--- src/rtl/dcache_ctrl_if.sv ---
// Bus bundle for dcache_ctrl: CPU load/store side plus the block-wide data memory side.
// slave is the cache's view; master is the view of the CPU/memory environment around it.
interface dcache_ctrl_if #(
  parameter int unsigned OFFSET_BITS = 2
);
  localparam int unsigned BLK_W = 8 << OFFSET_BITS;

  logic                  READ;
  logic                  WRITE;
  logic [7:0]            ADDRESS;
  logic [7:0]            WRITEDATA;
  logic [7:0]            READDATA;
  logic                  BUSYWAIT;
  logic                  MEM_READ;
  logic                  MEM_WRITE;
  logic [7-OFFSET_BITS:0] MEM_ADDRESS;
  logic [BLK_W-1:0]      MEM_WRITEDATA;
  logic [BLK_W-1:0]      MEM_READDATA;
  logic                  MEM_BUSYWAIT;

  modport slave (
    input  READ, WRITE, ADDRESS, WRITEDATA, MEM_READDATA, MEM_BUSYWAIT,
    output READDATA, BUSYWAIT, MEM_READ, MEM_WRITE, MEM_ADDRESS, MEM_WRITEDATA
  );

  modport master (
    output READ, WRITE, ADDRESS, WRITEDATA, MEM_READDATA, MEM_BUSYWAIT,
    input  READDATA, BUSYWAIT, MEM_READ, MEM_WRITE, MEM_ADDRESS, MEM_WRITEDATA
  );
endinterface

--- src/rtl/dcache_ctrl.sv ---
// Direct-mapped, write-back, write-allocate data cache with a stalling miss FSM.
// Define DCACHE_STATS_EN to add saturating HIT_COUNT/MISS_COUNT outputs.
module dcache_ctrl #(
  parameter int unsigned INDEX_BITS  = 3,
  parameter int unsigned OFFSET_BITS = 2
) (
  input  logic          CLK,
  input  logic          RESET,
  dcache_ctrl_if.slave  bus
`ifdef DCACHE_STATS_EN
  ,
  output logic [15:0]   HIT_COUNT,
  output logic [15:0]   MISS_COUNT
`endif
);
  localparam int unsigned TAG_BITS = 8 - INDEX_BITS - OFFSET_BITS;
  localparam int unsigned BLK_W    = 8 << OFFSET_BITS;
  localparam int unsigned NLINES   = 1 << INDEX_BITS;

  localparam logic [1:0] S_IDLE      = 2'd0;
  localparam logic [1:0] S_WRITEBACK = 2'd1;
  localparam logic [1:0] S_FETCH     = 2'd2;
  localparam logic [1:0] S_UPDATE    = 2'd3;

  logic [1:0]                    r_state;
  logic [1:0]                    w_next_state;
  logic [BLK_W-1:0]              r_data [NLINES];
  logic [TAG_BITS-1:0]           r_tag  [NLINES];
  logic [NLINES-1:0]             r_valid;
  logic [NLINES-1:0]             r_dirty;
  // Block address of the miss being serviced, captured when the miss is taken
  // so a CPU that drops or changes its request cannot redirect the fill.
  logic [TAG_BITS+INDEX_BITS-1:0] r_miss_blk;

  logic [TAG_BITS-1:0]    w_tag;
  logic [INDEX_BITS-1:0]  w_idx;
  logic [OFFSET_BITS-1:0] w_off;
  logic [TAG_BITS-1:0]    w_miss_tag;
  logic [INDEX_BITS-1:0]  w_miss_idx;
  logic [BLK_W-1:0]       w_line;
  logic                   w_req;
  logic                   w_hit;
  logic                   w_miss;
  logic                   w_wr_hit;

  assign w_tag      = bus.ADDRESS[7 -: TAG_BITS];
  assign w_idx      = bus.ADDRESS[OFFSET_BITS +: INDEX_BITS];
  assign w_off      = bus.ADDRESS[OFFSET_BITS-1:0];
  assign w_miss_tag = r_miss_blk[TAG_BITS+INDEX_BITS-1 -: TAG_BITS];
  assign w_miss_idx = r_miss_blk[INDEX_BITS-1:0];
  assign w_line     = r_data[w_idx];

  assign w_req    = bus.READ | bus.WRITE;
  assign w_hit    = r_valid[w_idx] && (r_tag[w_idx] == w_tag);
  assign w_miss   = (r_state == S_IDLE) && w_req && !w_hit;
  assign w_wr_hit = (r_state == S_IDLE) && bus.WRITE && w_hit;

  always_comb begin
    w_next_state = r_state;
    case (r_state)
      S_IDLE:      if (w_req && !w_hit)
                     w_next_state = (r_valid[w_idx] && r_dirty[w_idx]) ? S_WRITEBACK : S_FETCH;
      S_WRITEBACK: if (!bus.MEM_BUSYWAIT) w_next_state = S_FETCH;
      S_FETCH:     if (!bus.MEM_BUSYWAIT) w_next_state = S_UPDATE;
      S_UPDATE:    w_next_state = S_IDLE;
      default:     w_next_state = S_IDLE;
    endcase
  end

  always_ff @(posedge CLK) begin
    if (RESET) r_state <= S_IDLE;
    else       r_state <= w_next_state;
  end

  always_ff @(posedge CLK) begin
    if (w_miss) r_miss_blk <= {w_tag, w_idx};
  end

  always_ff @(posedge CLK) begin
    if (RESET) begin
      r_valid <= '0;
      r_dirty <= '0;
    end else if (r_state == S_UPDATE) begin
      r_valid[w_miss_idx] <= 1'b1;
      r_dirty[w_miss_idx] <= 1'b0;
    end else if (w_wr_hit) begin
      r_dirty[w_idx] <= 1'b1;
    end
  end

  // Data and tag arrays carry no reset; validity alone qualifies their contents.
  always_ff @(posedge CLK) begin
    if (!RESET) begin
      if (r_state == S_UPDATE) begin
        r_data[w_miss_idx] <= bus.MEM_READDATA;
        r_tag[w_miss_idx]  <= w_miss_tag;
      end else if (w_wr_hit) begin
        r_data[w_idx][{w_off, 3'b000} +: 8] <= bus.WRITEDATA;
      end
    end
  end

  assign bus.MEM_READ      = (r_state == S_FETCH);
  assign bus.MEM_WRITE     = (r_state == S_WRITEBACK);
  assign bus.MEM_ADDRESS   = (r_state == S_WRITEBACK) ? {r_tag[w_miss_idx], w_miss_idx} : r_miss_blk;
  assign bus.MEM_WRITEDATA = r_data[w_miss_idx];

  assign bus.BUSYWAIT = (r_state != S_IDLE) || (w_req && !w_hit);
  assign bus.READDATA = (bus.READ && !bus.WRITE && w_hit && !RESET) ? w_line[{w_off, 3'b000} +: 8] : '0;

`ifdef DCACHE_STATS_EN
  // A request whose miss was just serviced re-evaluates as a hit; r_missed
  // keeps that completion from being counted as a hit as well.
  logic r_missed;

  always_ff @(posedge CLK) begin
    if (RESET) begin
      HIT_COUNT  <= '0;
      MISS_COUNT <= '0;
      r_missed   <= 1'b0;
    end else if (r_state == S_IDLE) begin
      if (w_req && !w_hit) begin
        r_missed <= 1'b1;
        if (MISS_COUNT != '1) MISS_COUNT <= MISS_COUNT + 16'd1;
      end else if (w_req) begin
        if (!r_missed && HIT_COUNT != '1) HIT_COUNT <= HIT_COUNT + 16'd1;
        r_missed <= 1'b0;
      end else begin
        r_missed <= 1'b0;
      end
    end
  end
`endif
endmodule

--- src/flat_wrapper.sv ---
// flat-port wrapper written by rule: the top's interface ports become plain ports
module dcache_ctrl_flat 
#(
  parameter int unsigned INDEX_BITS  = 3,
  parameter int unsigned OFFSET_BITS = 2
)
  (CLK, RESET, bus_READ, bus_WRITE, bus_ADDRESS, bus_WRITEDATA, bus_MEM_READDATA, bus_MEM_BUSYWAIT, bus_READDATA, bus_BUSYWAIT, bus_MEM_READ, bus_MEM_WRITE, bus_MEM_ADDRESS, bus_MEM_WRITEDATA);
  dcache_ctrl_if #(.OFFSET_BITS(OFFSET_BITS)) bus_i ();
  input  logic CLK;
  input  logic RESET;
  input wire logic [$bits(bus_i.READ)-1:0] bus_READ;
  input wire logic [$bits(bus_i.WRITE)-1:0] bus_WRITE;
  input wire logic [$bits(bus_i.ADDRESS)-1:0] bus_ADDRESS;
  input wire logic [$bits(bus_i.WRITEDATA)-1:0] bus_WRITEDATA;
  input wire logic [$bits(bus_i.MEM_READDATA)-1:0] bus_MEM_READDATA;
  input wire logic [$bits(bus_i.MEM_BUSYWAIT)-1:0] bus_MEM_BUSYWAIT;
  output wire logic [$bits(bus_i.READDATA)-1:0] bus_READDATA;
  output wire logic [$bits(bus_i.BUSYWAIT)-1:0] bus_BUSYWAIT;
  output wire logic [$bits(bus_i.MEM_READ)-1:0] bus_MEM_READ;
  output wire logic [$bits(bus_i.MEM_WRITE)-1:0] bus_MEM_WRITE;
  output wire logic [$bits(bus_i.MEM_ADDRESS)-1:0] bus_MEM_ADDRESS;
  output wire logic [$bits(bus_i.MEM_WRITEDATA)-1:0] bus_MEM_WRITEDATA;
  assign bus_i.READ = bus_READ;
  assign bus_i.WRITE = bus_WRITE;
  assign bus_i.ADDRESS = bus_ADDRESS;
  assign bus_i.WRITEDATA = bus_WRITEDATA;
  assign bus_i.MEM_READDATA = bus_MEM_READDATA;
  assign bus_i.MEM_BUSYWAIT = bus_MEM_BUSYWAIT;
  assign bus_READDATA = bus_i.READDATA;
  assign bus_BUSYWAIT = bus_i.BUSYWAIT;
  assign bus_MEM_READ = bus_i.MEM_READ;
  assign bus_MEM_WRITE = bus_i.MEM_WRITE;
  assign bus_MEM_ADDRESS = bus_i.MEM_ADDRESS;
  assign bus_MEM_WRITEDATA = bus_i.MEM_WRITEDATA;
  dcache_ctrl #(.INDEX_BITS(INDEX_BITS), .OFFSET_BITS(OFFSET_BITS)) u_core (.CLK(CLK), .RESET(RESET), .bus(bus_i));
endmodule
--- config.mk ---
export PLATFORM = sky130hd
export DESIGN_NAME = dcache_ctrl_flat
export DESIGN_NICKNAME = d
export VERILOG_FILES = /design/src/rtl/dcache_ctrl_if.sv /design/src/rtl/dcache_ctrl.sv /design/src/flat_wrapper.sv
export SDC_FILE = /design/constraint.sdc
export NUM_CORES = 1
export LEC_CHECK = 0
export ABC_CLOCK_PERIOD_IN_PS = 4700
export CAP_MARGIN = 20
export CORE_MARGIN = 2
export CORE_UTILIZATION = 41
export CTS_BUF_LIST = sky130_fd_sc_hd__clkbuf_8 sky130_fd_sc_hd__clkbuf_16
export DETAILED_ROUTE_END_ITERATION = 10
export GPL_TIMING_DRIVEN = 0
export MAX_ROUTING_LAYER = met4
export PLACE_DENSITY = 0.69
export SYNTH_ARGS = -nofsm -noshare
export SYNTH_HDL_FRONTEND = slang
export SYNTH_SLANG_ARGS = --single-unit
--- constraint.sdc ---
create_clock -name CLK -period 4.7 [get_ports CLK]
set_clock_uncertainty 0.1 [all_clocks]
set_input_delay 0.47 -clock CLK [delete_from_list [all_inputs] [get_ports CLK]]
set_output_delay 0.47 -clock CLK [all_outputs]
set_load 0.005 [all_outputs]
======== After elaboration in Yosys (flattened, before gate mapping) ========
Memories as Yosys holds them, arrays and structs flattened. A register that Yosys moved wholly into a read port is not among the register bits.
Index checks and enable logic that the tools add are counted.
storage, ports and cells
  register bits ........................... 24
  input bits .............................. 53
  word-level logic and storage cells ...... 76
  bits in writable memories ............... 280
  output and inout port bits .............. 49
  memories ................................ 2
cells by class
  $lt $le $gt $ge ......................... 4
  equal/unequal tests ..................... 7
  bitwise gates (word level) .............. 5
  add/subtract/negate cells ............... 1
  reductions and logical operators ........ 21
  shift operators ......................... 3
  muxes and demuxes ....................... 29
memories
  memory         words  bits a word  rd ports  clocked after Yosys merged registers in  write ports  line               text
  u_core.r_data  8      32           2         1                                        1            dcache_ctrl.sv:27  logic [BLK_W-1:0] r_data [NLINES];
  u_core.r_tag   8      3            2         1                                        1            dcache_ctrl.sv:28  logic [TAG_BITS-1:0] r_tag [NLINES];
operators with widths
  operator                number
  $mux 32                 3
  $reduce_or 32->1        1
  $shift 8x7->32 const A  1
  $shiftx 32x6->8         1
  $shiftx 8x7->32         1
  $mux 8                  3
  $or 8x8->8              2
  $logic_and 1x1->1       12
  $mux 1                  10
  $mux 3                  3
  $and 8x8->8             1
  $lt 3x4->1 const B      2
  $mux 2                  4
  $not 8->8               1
  $pmux 2 s4              1
  $neg 5->7               1
  $bmux 1 s3              2
  $demux 1 s3             2
  $ge 3x1->1 const B      2
  $mux 6                  1
  $ne 2x2->1 const B      3
  $eq 2x2->1 const B      2
  $reduce_bool 2->1       2
  $eq 3x3->1              1
  other kinds (6)         8

======== Depth between registers and ports, before layout ========
  depth in word-level cells ............... 10
  gate-level depth with buffers ........... 11
  depth with buffers taken out ............ 7

======== Least setup slack after synthesis ========
OpenSTA, ideal clock, no wires.
  path type ............................... input -> register
  from .................................... in bus_ADDRESS[1]
  to ...................................... mem u_core.r_data[6][0] in the netlist's numbering, enable pin
  stages .................................. 9
  data arrival time ....................... 2.983 ns
  slack ................................... 1.234 ns
  path buffers ............................ 3
  library setup time ...................... 0.383 ns
  cell sequence ........................... clkbuf_1 -> clkinv_1 -> ha_1 -> or4_1 -> clkbuf_1 -> clkbuf_1 -> nand2_1 -> mux2i_1 -> nor3_1
on the way
  word-level cells in the longest chain between the ends .. 5
  elaborated cells between the ends (all ways) .. 6
  classes of those cells .................. 1 x add/sub; 1 x shift; 3 x mux; 1 x reduce/logical
RTL lines
  what                                                line                text
  start: declaration                                  flat_wrapper.sv:13  input wire logic [$bits(bus_i.ADDRESS)-1:0] bus_ADDRESS;
  $neg 5->7 (*)                                       dcache_ctrl.sv:98   r_data[w_idx][{w_off, 3'b000} +: 8] <= bus.WRITEDATA;
  $shift 8x7->32 (*)                                  dcache_ctrl.sv:98
  $mux 32 (implied by the code) (*)                   dcache_ctrl.sv:98
  $reduce_or 32->1 (no line)                          --
  $mux 3 (no line) / $mux 32 (equally long branches)  --
  end: declaration                                    dcache_ctrl.sv:27
Every way passes the cells marked *; elsewhere a longest branch is shown, timed or not.

======== Worst setup path in the final report ========
  from .................................... in bus_ADDRESS[4]
  to ...................................... out bus_READDATA[3]
on the way
  word-level cells in the longest chain between the ends .. 6
  elaborated cells between the ends (all ways) .. 10
  classes of those cells .................. 1 x eq/ne; 1 x shift; 3 x mux; 3 x reduce/logical; 2 x memory
RTL lines
  what                                                  line                text
  branches (longest 5 deep; another with $mem_v2 8x32)  --
  $mux 8 (*)                                            dcache_ctrl.sv:109  assign bus.READDATA = (bus.READ && !bus.WRITE && w_hit && !RESET) ? w_line[{w_off, 3'b000} +: 8] : '0;
  end: declaration                                      flat_wrapper.sv:17  output wire logic [$bits(bus_i.READDATA)-1:0] bus_READDATA;
Every way passes the cells marked *. The select of a mux whose other input is x is not followed.

==> flow_results.org <==
** Synthesis
- Area share of fa/ha/maj cells after synthesis :: 0.736%
- Register area share after synthesis :: approximately 59%
- Post-synthesis share of cell area spent on xor and xnor gates :: less than 1%
- Synthesized netlist net count :: 1128
- Mapped Area :: 15300 um2
- After synthesis the netlist holds a flip-flop and latch count of approximately 300.
- Averaged over all synthesized cells, the footprint is 14.3 um2.
- After synthesis, the largest family of logic cells by area is multiplexers.
- Compound-Gate Fraction of Synth Area :: 7.78%
- Instance count of the mapped netlist :: 1066
- Yosys mapped the design onto 58 distinct sky130hd cell types.
- Dominant register cell in the synthesized netlist :: sky130_fd_sc_hd__edfxtp_1
- Measured against the total synthesized area, the mux share comes to 21.8%.
- Simple-gate share of the synthesized area :: about 7.3%
- Number of enable-type register cells in the synthesized netlist :: 286
- Ys Warns :: 0
- Of all flip-flops after synthesis, the portion carrying an async set or reset was 0%.

** Die
- Die Footprint :: 38900 um2
- The total area inside the core boundary comes to 36700 um2.
- The die is between 150 and 200 um wide.
- Die Ht :: 197 um
- Initial standard-cell utilization of the core :: 41.7%
- Number of rows in the core area :: 70
- 102 I/O pins were placed.

** Cells and area
- Leaving out filler cells and counting taps, the final layout contains between 1500 and 2000.
- The net count of the finished layout is 1284.
- The library cells used most frequently in the layout, excluding fill and tap cells, are sky130_fd_sc_hd__edfxtp_1, sky130_fd_sc_hd__clkdlybuf4s50_1, sky130_fd_sc_hd__mux4_2.
- Non-Filler Cell Area, Final :: 18500 um2
- The repair_antennas step left the layout with diodes totalling 0.
- Cells with a size suffix above 1 make up 25.4% of the layout.
- From synthesis to final layout, the design area changed by 21.1%.
- The library cell used most frequently in the layout, excluding fill and tap cells, is sky130_fd_sc_hd__edfxtp_1.
- Cells fill 50.5% of the core in the end.
- Counting the fill cells in the layout gives 3055.

** STA
- Hold timing on the final database bottoms out at a slack of between 300 and 400 ps.
- Max Transition Viols Final :: 0
- Setup violations remaining at the end of the flow were counted as 5.
- After layout, the minimum clock period comes to 4730 ps.
- Timing would allow up to 211 MHz.
- Final-layout setup total negative slack :: -66.3 ps
- In the finished design, the share of the clock period the worst path needs comes to 101%.
- The final hold violation count was 0.
- Setup repair after global routing left no endpoint under its margin.
- In the post-route analysis, the smallest setup slack over all paths is -32.1 ps.
- Slew of the pin with the lowest slew margin :: 1030 ps
- In this run the tightest slew margin relative to its limit is 30.7%.

** Routing
- In this run the remaining antenna-violating nets after routing total 0.
- The final route contains 11200 vias.
- After the first detailed-routing iteration, the DRC count stood at 1774.
- Post-route DRC violation count :: 0
- Per-cell routed wire length :: around 31 um
- The first detailed-routing pass ran for 6 iterations.
- Routed WL :: 53000 um
- Dividing the detail-routed via count by the number of cells gives around 6.5.

** Hold path
- Hold path startpoint :: u_core.r_valid[0]
- The path with the worst hold slack has its endpoint at u_core.r_valid[0].
- The tightest min-delay check is of the flop to flop type.
- Worst hold path depth :: 1

** GRT
- Global-route total usage across every layer :: between 20 and 30%
- Pin count of the biggest net entering global routing :: 17
- Initial antenna violation count :: 0
- The via count of the first global-routing pass is 11200.
- Overflow left after global routing :: 0
- The first global-routing pass estimated 75500 um of wire.

** Worst setup path
- Number of cells on the worst reg-to-reg path :: 7
- The critical path is of the input pin to primary output type.
- WP data arrival :: 4160 ps
- For the worst setup path, the data required time is 4130 ps.
- Register-to-register setup slack :: 1150 ps
- Of all nets on the critical path, the largest fanout is 10.
- The startpoint identified for the worst register-to-register timing path is u_core.r_state[1].
- The endpoint identified for the worst register-to-register timing path is u_core.r_data[1][29].
- Worst setup EP type :: primary output
- Kind of start point of the critical path :: input pin

** Power and ir drop
- Worst IR drop on VDD :: ~0.00032 V
- Power per cell area :: 427 nW/um2
- P_leak :: about 6.3 nW
- Tot Pwr :: 7.92 mW

** CTS
- The later pin in the worst-skew pair is clocked with a latency of 590 ps.
- Clock-pin slew was measured on the worst setup and hold paths at roughly 60 ps.
- TritonCTS Sinks :: between 300 and 400
- Counting the buffers created by CTS gives 31.
- The tree is rooted in a sky130_fd_sc_hd__clkbuf_16.
- Number of H-tree branching levels :: 1
- TritonCTS clock tree :: yes
- Counting along the longest clock path gives a buffer depth of 3.

** Placement
- Count of buffers from port buffering :: 101
- Once placement completed, the tool counted placed cells totaling 1657.
- Post-placement cell area :: approximately 17000 um2
- Gpl congestion :: 1.02
- Detailed placement ended at an HPWL of between 30000 and 40000 um.
- Before CTS, the worst setup slack after placement is -1050 ps.

** Run status
- The checks that failed: setup timing.
- The run finished, with violations left.

** Job
- Across the run, the number of max-cap violations was 0.
[layout make-up]
cell class | count | area [um2] | share of cell area [%]
multi-input combinational | 641 | 6100 | 32.9
tap | 468 | 586 | 3.16
timing repair buffer | 125 | 1270 | 6.86
clock inverter | 22 | 144 | 0.777
buffer | 74 | 427 | 2.30
inverter | 42 | 161 | 0.871
clock buffer | 34 | 828 | 4.47
sequential | 307 | 9010 | 48.6
[Yosys cell counts (3+ instances only)]
library cell	n	area (um2)
sky130_fd_sc_hd__buf_4	7	52.6
sky130_fd_sc_hd__nor2_1	52	195
sky130_fd_sc_hd__buf_1	13	48.8
sky130_fd_sc_hd__o21a_1	8	60.1
sky130_fd_sc_hd__a22oi_1	3	22.5
sky130_fd_sc_hd__o22a_1	3	26.3
sky130_fd_sc_hd__and3_1	3	18.8
sky130_fd_sc_hd__clkbuf_1	43	161
sky130_fd_sc_hd__a211oi_1	14	105
sky130_fd_sc_hd__a21o_1	8	60.1
sky130_fd_sc_hd__and2_1	8	50.1
sky130_fd_sc_hd__a21oi_1	39	195
sky130_fd_sc_hd__nor3b_1	6	45.0
sky130_fd_sc_hd__o221ai_1	9	78.8
sky130_fd_sc_hd__nand2_1	71	267
sky130_fd_sc_hd__mux4_2	84	1890
sky130_fd_sc_hd__o211ai_1	5	37.5
sky130_fd_sc_hd__inv_1	39	146
sky130_fd_sc_hd__o21ai_0	31	155
sky130_fd_sc_hd__edfxtp_1	286	8590
sky130_fd_sc_hd__ha_1	9	113
sky130_fd_sc_hd__o22ai_1	42	263
sky130_fd_sc_hd__nand3_1	8	40.0
sky130_fd_sc_hd__nand2b_1	4	25.0
sky130_fd_sc_hd__mux2i_1	78	781
sky130_fd_sc_hd__a211oi_2	3	37.5
sky130_fd_sc_hd__nor3_1	50	250
sky130_fd_sc_hd__a221oi_1	4	35.0
sky130_fd_sc_hd__clkinv_1	3	11.3
sky130_fd_sc_hd__a211o_1	3	26.3
sky130_fd_sc_hd__buf_2	10	50.1
sky130_fd_sc_hd__or2_2	3	18.8
sky130_fd_sc_hd__mux2_2	57	642
sky130_fd_sc_hd__dfxtp_1	21	420
sky130_fd_sc_hd__nor2b_1	9	56.3
[flip-flops by register name (all words and copies together) (netlist names), named ones only]
register           cells
u_core.r_data        256
u_core.r_dirty         8
u_core.r_valid         8
u_core.r_miss_blk      6
u_core.r_state         2
u_core.r_tag          24
[worst max-delay path, cell delays in order]
cell	delay [ps]
sky130_fd_sc_hd__clkdlybuf4s50_1	500
sky130_fd_sc_hd__clkbuf_4	230
sky130_fd_sc_hd__buf_6	190
sky130_fd_sc_hd__buf_2	410
sky130_fd_sc_hd__clkbuf_4	390
sky130_fd_sc_hd__buf_4	330
sky130_fd_sc_hd__nor2_1	80
sky130_fd_sc_hd__a221oi_1	380
sky130_fd_sc_hd__a211oi_1	240
sky130_fd_sc_hd__a211oi_4	360
sky130_fd_sc_hd__clkdlybuf4s50_1	560
[routing by layer]
metal | up-vias | global-route usage [%] | share of wire (%)
met5 | - | - | 0
met4 | 0 | 11.8 | 4.7
met3 | 200 | 8.21 | 14
met2 | 902 | 41.7 | 45
met1 | 5569 | 36.3 | 36
li1 | 4515 | - | -
[cell families after synthesis]
kind of cell,count (synthesis)
flip-flops,307
AND/OR/NAND/NOR,230
multiplexers,220
AO/OA/AOI/OAI,181
buffers and inverters,118
adder cells (fa/ha/maj),9
XOR/XNOR,1
[repair_timing]
action / in CTS / in global routing
hold buffers: 0 / 0
resized for setup: 58 / 34
buffers inserted: 0 / 1
pin swaps: 0 / 3
setup endpoints to repair: 27 / 14
endpoints found under the hold margin: 0 / 0
[power by group]
| part | internal [mW] | switching, mW |
|---|---|---|
| combinational | 1.24 | 1.20 |
| clock | 1.32 | 1.06 |
| sequential | 3.05 | 0.0528 |
[how the worst max path moves through the flow]
stage	to	slack (ps)	cells after the start	from
after floorplan	u_core.r_data[6][0]	1230	9	bus_ADDRESS[1]
after global placement	u_core.r_data[3][10]	-1370	10	bus_ADDRESS[2]
after detailed placement	bus_READDATA[5]	-1050	12	bus_ADDRESS[2]
after CTS	bus_READDATA[7]	0.05	11	bus_ADDRESS[3]
after global routing	bus_READDATA[5]	4	12	bus_ADDRESS[2]
final	bus_READDATA[3]	-30	11	bus_ADDRESS[4]
Power figures use the tool's default switching activity.
